[src/rtl/ct_idu_fence_pkg.sv]
// Shared state encoding, fence-type bit positions and defaults for the ID fence sequencer.
package ct_idu_fence_pkg;

    typedef enum logic [2:0] {
        FSEQ_IDLE    = 3'd0,
        FSEQ_DRAIN   = 3'd1,
        FSEQ_ISSUE   = 3'd2,
        FSEQ_WAIT    = 3'd3,
        FSEQ_REFETCH = 3'd4
    } fseq_state_e;

    localparam int FT_SYNC   = 0;
    localparam int FT_CP0    = 1;
    localparam int FT_IFENCE = 2;

    localparam int DRAIN_HOLD_DEF = 2;
    localparam int HOLD_CNT_W     = 3;

    // A fence decoded with no type bits still needs full serialisation, so treat it as CP0.
    function automatic logic [2:0] fence_type_norm(input logic [2:0] t);
        fence_type_norm = (t == 3'b000) ? 3'(1 << FT_CP0) : t;
    endfunction

endpackage

[src/rtl/ct_idu_fence_drain_cnt.sv]
// Saturating count of consecutive ROB-empty cycles; cleared whenever not enabled or ROB not empty.
module ct_idu_fence_drain_cnt
    import ct_idu_fence_pkg::*;
#(
    parameter int HOLD = DRAIN_HOLD_DEF
) (
    input  logic clk,
    input  logic rst_n,
    input  logic en,
    input  logic rob_empty,
    output logic hit
);

    localparam logic [HOLD_CNT_W-1:0] HOLD_V = HOLD_CNT_W'(HOLD);

    logic [HOLD_CNT_W-1:0] cnt_q;
    logic [HOLD_CNT_W-1:0] cnt_d;

    always_comb begin
        cnt_d = '0;
        if (en && rob_empty) begin
            cnt_d = (cnt_q == HOLD_V) ? cnt_q : cnt_q + 1'b1;
        end
    end

    // Look at the next value so the sequencer leaves DRAIN on the cycle the hold is met.
    assign hit = en && (cnt_d == HOLD_V);

    always_ff @(posedge clk or negedge rst_n) begin
        if (!rst_n) begin
            cnt_q <= '0;
        end else begin
            cnt_q <= cnt_d;
        end
    end

endmodule

[src/rtl/ct_idu_id_fence_seq.sv]
// ID-stage fence sequencer: stall, drain, issue alone, wait retire, optional refetch.
// Optional watchdog enabled by defining CT_IDU_FENCE_TIMEOUT_EN.
module ct_idu_id_fence_seq
    import ct_idu_fence_pkg::*;
#(
    parameter int DRAIN_HOLD = DRAIN_HOLD_DEF,
    parameter int TMO_W      = 10
) (
    input  logic       forever_cpuclk,
    input  logic       cpurst_b,
    input  logic       id_inst_vld,
    input  logic       id_fence,
    input  logic [2:0] id_fence_type,
    input  logic       rtu_idu_rob_empty,
    input  logic       rtu_yy_xx_flush,
    input  logic       ir_fence_rdy,
    input  logic       rtu_idu_fence_cmplt,
    output logic       idu_id_stall,
    output logic       idu_ir_fence_vld,
    output logic [2:0] idu_ir_fence_type,
    output logic       idu_ifu_refetch,
    output logic       fence_seq_busy,
    output logic       fence_seq_tmo
);

    if (DRAIN_HOLD < 1 || DRAIN_HOLD > 7 || TMO_W < 1) begin : g_param_chk
        $error("ct_idu_id_fence_seq: parameter out of range");
    end

    fseq_state_e state_q, state_d;
    logic [2:0]  type_q, type_d;
    logic        ret_q, ret_d;
    logic        capture;
    logic        drain_en;
    logic        drain_hit;

    // ret_q marks the first IDLE cycle after a sequence so a waiting fence is not captured back-to-back.
    assign capture  = (state_q == FSEQ_IDLE) && !ret_q && !rtu_yy_xx_flush && id_inst_vld && id_fence;
    assign drain_en = (state_q == FSEQ_DRAIN) && !rtu_yy_xx_flush;

    ct_idu_fence_drain_cnt #(
        .HOLD (DRAIN_HOLD)
    ) u_drain_cnt (
        .clk       (forever_cpuclk),
        .rst_n     (cpurst_b),
        .en        (drain_en),
        .rob_empty (rtu_idu_rob_empty),
        .hit       (drain_hit)
    );

    always_comb begin
        state_d = state_q;
        type_d  = type_q;
        unique case (state_q)
            FSEQ_IDLE: begin
                if (capture) begin
                    state_d = FSEQ_DRAIN;
                    type_d  = fence_type_norm(id_fence_type);
                end
            end
            FSEQ_DRAIN:   if (drain_hit) state_d = FSEQ_ISSUE;
            FSEQ_ISSUE:   if (ir_fence_rdy) state_d = FSEQ_WAIT;
            FSEQ_WAIT: begin
                if (rtu_idu_fence_cmplt) begin
                    state_d = type_q[FT_IFENCE] ? FSEQ_REFETCH : FSEQ_IDLE;
                end
            end
            FSEQ_REFETCH: state_d = FSEQ_IDLE;
            default:      state_d = FSEQ_IDLE;
        endcase
        if (rtu_yy_xx_flush) begin
            state_d = FSEQ_IDLE;
        end
        if (state_d == FSEQ_IDLE) begin
            type_d = '0;
        end
        ret_d = (state_q != FSEQ_IDLE) && (state_d == FSEQ_IDLE);
    end

    always_ff @(posedge forever_cpuclk or negedge cpurst_b) begin
        if (!cpurst_b) begin
            state_q <= FSEQ_IDLE;
            type_q  <= '0;
            ret_q   <= 1'b0;
        end else begin
            state_q <= state_d;
            type_q  <= type_d;
            ret_q   <= ret_d;
        end
    end

    assign idu_id_stall      = (state_q != FSEQ_IDLE) || (id_inst_vld && id_fence);
    assign idu_ir_fence_vld  = (state_q == FSEQ_ISSUE);
    assign idu_ir_fence_type = type_q;
    assign idu_ifu_refetch   = (state_q == FSEQ_REFETCH);
    assign fence_seq_busy    = (state_q != FSEQ_IDLE);

`ifdef CT_IDU_FENCE_TIMEOUT_EN
    logic [TMO_W-1:0] tmo_cnt_q, tmo_cnt_d;
    logic             tmo_q, tmo_d;
    logic             tmo_run;

    // Counting only while staying in DRAIN/WAIT gives the clear-on-entry behaviour for free.
    assign tmo_run = ((state_q == FSEQ_DRAIN) || (state_q == FSEQ_WAIT)) && (state_d == state_q);

    always_comb begin
        tmo_cnt_d = '0;
        if (tmo_run) begin
            tmo_cnt_d = (&tmo_cnt_q) ? tmo_cnt_q : tmo_cnt_q + 1'b1;
        end
        tmo_d = !rtu_yy_xx_flush && (tmo_q || (&tmo_cnt_q));
    end

    always_ff @(posedge forever_cpuclk or negedge cpurst_b) begin
        if (!cpurst_b) begin
            tmo_cnt_q <= '0;
            tmo_q     <= 1'b0;
        end else begin
            tmo_cnt_q <= tmo_cnt_d;
            tmo_q     <= tmo_d;
        end
    end

    assign fence_seq_tmo = tmo_q;
`else
    assign fence_seq_tmo = 1'b0;
`endif

endmodule

[config.mk]
export PLATFORM = sky130hd
export DESIGN_NAME = ct_idu_id_fence_seq
export DESIGN_NICKNAME = d
export VERILOG_FILES = /design/src/rtl/ct_idu_fence_pkg.sv /design/src/rtl/ct_idu_fence_drain_cnt.sv /design/src/rtl/ct_idu_id_fence_seq.sv
export SDC_FILE = /design/constraint.sdc
export NUM_CORES = 1
export LEC_CHECK = 0
export ABC_AREA = 1
export ABC_CLOCK_PERIOD_IN_PS = 3500
export BUFFER_PORTS_ARGS = -buffer_cell sky130_fd_sc_hd__buf_2
export CAP_MARGIN = 20
export CORE_AREA = 2 2 39 41
export DETAILED_ROUTE_END_ITERATION = 8
export DIE_AREA = 0 0 41 43
export GPL_TIMING_DRIVEN = 0
export PLACE_DENSITY = 0.78
export SYNTH_ARGS = -nofsm -noshare
export SYNTH_HDL_FRONTEND = slang
export SYNTH_HIERARCHICAL = 1
export SYNTH_SLANG_ARGS = --single-unit
[constraint.sdc]
create_clock -name forever_cpuclk -period 3.5 [get_ports forever_cpuclk]
set_clock_uncertainty 0.05 [all_clocks]
set_input_delay 0.525 -clock forever_cpuclk [delete_from_list [all_inputs] [get_ports forever_cpuclk]]
set_output_delay 0.525 -clock forever_cpuclk [all_outputs]
set_load 0.01 [all_outputs]
==> out/qor.csv <==
stage,metric,value,unit
run_status,status,finished clean,
floorplanning,Chip Height,43,microns
worst_setup_path,CP max-delay cell,dfrtp_1,
clock_tree,CTS buffer count,3,
grt,initial antenna violation count,0,
detailed_routing,drt wl/cell,10.10,microns
yosys,"count leader, synth",inv_1,
worst_setup_path,"Largest delay share family, worst path",simple AND/OR/NAND/NOR gates,
grt,number of global-route vias before repair,575,
worst_setup_path,startpoint class of the critical path,flip-flop,
sta,period utilization,50.86,%
sta,final hold violations,0,
detailed_routing,Residual DRC,0,
yosys,Synth Cell Area,674.4,sq um
placement,routability congestion estimate,0.7763,
worst_setup_path,critical path's most frequent cell,nor2_1,
worst_hold_path,Hold WC Path Type,primary input to asynchronous set/reset pin,
yosys,dominant synthesized flop cell,dfrtp_1,
sta,RSZ-0062 raised after global routing,false,
yosys,Syn Nets,101,
worst_setup_path,CP Buf/Inv Count,1,
worst_setup_path,Crit Path Category,flip-flop to flip-flop,
detailed_routing,Pre-antenna DRT Iters,4,
flow_run,max cap viols,0,
clock_tree,CTS tree,yes,
grt,Global Route Usage Sum,18.00,%
yosys,share of the synthesized area in the top cell type,37.11,%
yosys,warning count from the yosys run,6,
yosys,Synth area leader,dfrtp_1,
detailed_routing,Antenna Nets Post-Route,0,
layout,Final nets,123,
sta,max-slew violations,0,
detailed_routing,vias per cell,4.694,
yosys,ys async rst share,100.0,%
grt,first-pass GRT wire length,2166,microns
layout,filler instances,129,
worst_setup_path,crit path cell chain,inv_4 -> nand3_1 -> nor2_1 -> nand2_2 -> nor2_4 -> nand3_1 -> nor2_1 -> nor2_1 -> nor2_1 -> nand2_2 -> nand2_4 -> nand2_1 -> nor2_2,
clock_tree,"Hold-fix buffers, CTS",0,
layout,layout cell share with drive strength beyond 1,37.96,%
clock_tree,Clock Path Buffers,2,
power,peak supply drop,292.6,uV
worst_setup_path,crit end category,flip-flop,
floorplanning,Initial Util,48.73,%
clock_tree,Worst-Skew Late Latency,260,ps
floorplanning,Die Width,41,microns
clock_tree,# clock sinks,10,
clock_tree,root buffer cell,clkbuf_4,
placement,dpl cells,121,
clock_tree,setup repair bufs after CTS,0,
sta,Final Setup Violations,0,
yosys,distinct cell type count after synthesis,21,
yosys,sequential share of the synthesized area,37.11,%
floorplanning,io pins,19,
layout,Inserted Diodes,0,
yosys,Cells after Synth,88,
worst_setup_path,critical path's largest stage delay,420,ps
clock_tree,post-cts gate resize count,0,
power,leakage power,0.0004987,uW
layout,design area,802.0,sq um
grt,maximum number of pins on one net before global-route repair,11,
sta,Total Neg Setup Slack,0,ps
yosys,Mapped Avg Cell Area,7.664,sq um
worst_setup_path,CP required,3650,ps
detailed_routing,First DRT Iteration DRCs,6,
yosys,Synth top cells by count,"inv_1 (16), nand2_1 (14), dfrtp_1 (10)",
clock_tree,Worst-path clk slew,70,ps
detailed_routing,via count,582,
layout,Area Overhead vs Synth,18.92,%
sta,Fmax achieved,561.8,MHz
power,PD cells,282.0,mW/mm^2
worst_setup_path,WP data arrival,1930,ps
placement,port bufs,17,
grt,remaining global-route overflow,0,
floorplanning,Cell Rows,14,
detailed_routing,Post-Route WL,1252,microns
placement,HPWL after DPL,1010,microns
layout,Final Non-Filler Cells,124,
yosys,Area contributors post-synth,"dfrtp_1 (37%), inv_1 (8.9%), nand2_1 (7.8%), nand2_2 (5.6%), nor2_1 (5.0%)",
placement,Placed Area,779.5,sq um
sta,Tmin final,1780,ps
yosys,"EDFF count, synth",0,
worst_setup_path,CP Max Fanout,6,
floorplanning,core area,0.001384,sq mm
yosys,post-synthesis register bit count,10,
clock_tree,H-tree levels,1,
floorplanning,die area,0.001763,sq mm
## per-stage QoR
stage	power (uW)	utilization (%)	setup slack, ps	hold WS [ps]
after floorplan	138.6	-	1911	179.4
after global placement	151.1	56.33	1675	344.6
after detailed placement	151.9	56.33	1643	347.4
after CTS	227.7	57.96	1677	70.74
after global routing	240.5	57.96	1489	69.21
final	226.1	57.96	1720	64.16
## cells in the final DEF, fill, tap and decap left out, types with 3 or more instances in the layout
| cell | count |
|---|---|
| nand2_1 | 14 |
| inv_1 | 16 |
| buf_2 | 17 |
| inv_2 | 3 |
| nor2_1 | 9 |
| a21oi_1 | 4 |
| nor2_2 | 3 |
| clkbuf_4 | 3 |
| o21ai_0 | 4 |
| dfrtp_1 | 10 |
| nand2_2 | 6 |
| nand3_1 | 3 |
## metal layers
layer	wire, microns	GRT usage (%)	share of wire [%]
met4	5	6.000	0.40
met2	622	30.31	50
met1	574	21.84	46
met5	0	0	0
met3	48	3.141	3.8
## layout make-up
class	count	area [sq um]	share of cell area, %
Multi-Input combinational cell	57	339.1	42.28
Timing Repair Buffer	17	85.08	10.61
Clock buffer	3	22.52	2.808
Tap cell	16	20.02	2.496
Buffer	1	7.507	0.9360
Inverter	20	77.57	9.672
Sequential cell	10	250.2	31.20
## state kept, by name (all words and copies together) (netlist names)
name,count
state_q,3
idu_ir_fence_type,3
u_drain_cnt/cnt_q,3
ret_q,1
## path summary, 6_finish.rpt
| check | slack [ps] | to | cells past startpoint | from |
|---|---|---|---|---|
| min in group forever_cpuclk | 440 | state_q[2] | 2 | rtu_yy_xx_flush |
| max in group asynchronous | 3140 | state_q[1] | 1 | cpurst_b |
| hold / removal | 60 | idu_ir_fence_type[1] | 1 | cpurst_b |
| hold reg to reg | 530 | u_drain_cnt/cnt_q[2] | 3 | u_drain_cnt/cnt_q[2] |
| setup / recovery | 1720 | ret_q | 13 | state_q[2] |
| setup reg to reg | 1720 | ret_q | 13 | state_q[2] |
## power breakdown
part | switching, uW | leakage, uW | internal [uW]
Sequential | 1.45 | 0.000139 | 117
Combinational | 18.6 | 0.000346 | 12.2
Clock | 37.0 | 0.0000138 | 39.5
## kinds of logic (layout without fill, tap and decap cells)
logic type / after synthesis / in the layout / synth area share (%)
other: 1 / 1 / 0.5561
and+or+nand+nor: 45 / 45 / 37.29
buffers and inverters: 21 / 41 / 12.62
DFF: 10 / 10 / 37.11
AOI/OAI and AO/OA: 9 / 9 / 8.720
adders and majority gates: 2 / 2 / 3.710
Power figures use the tool's default switching activity.
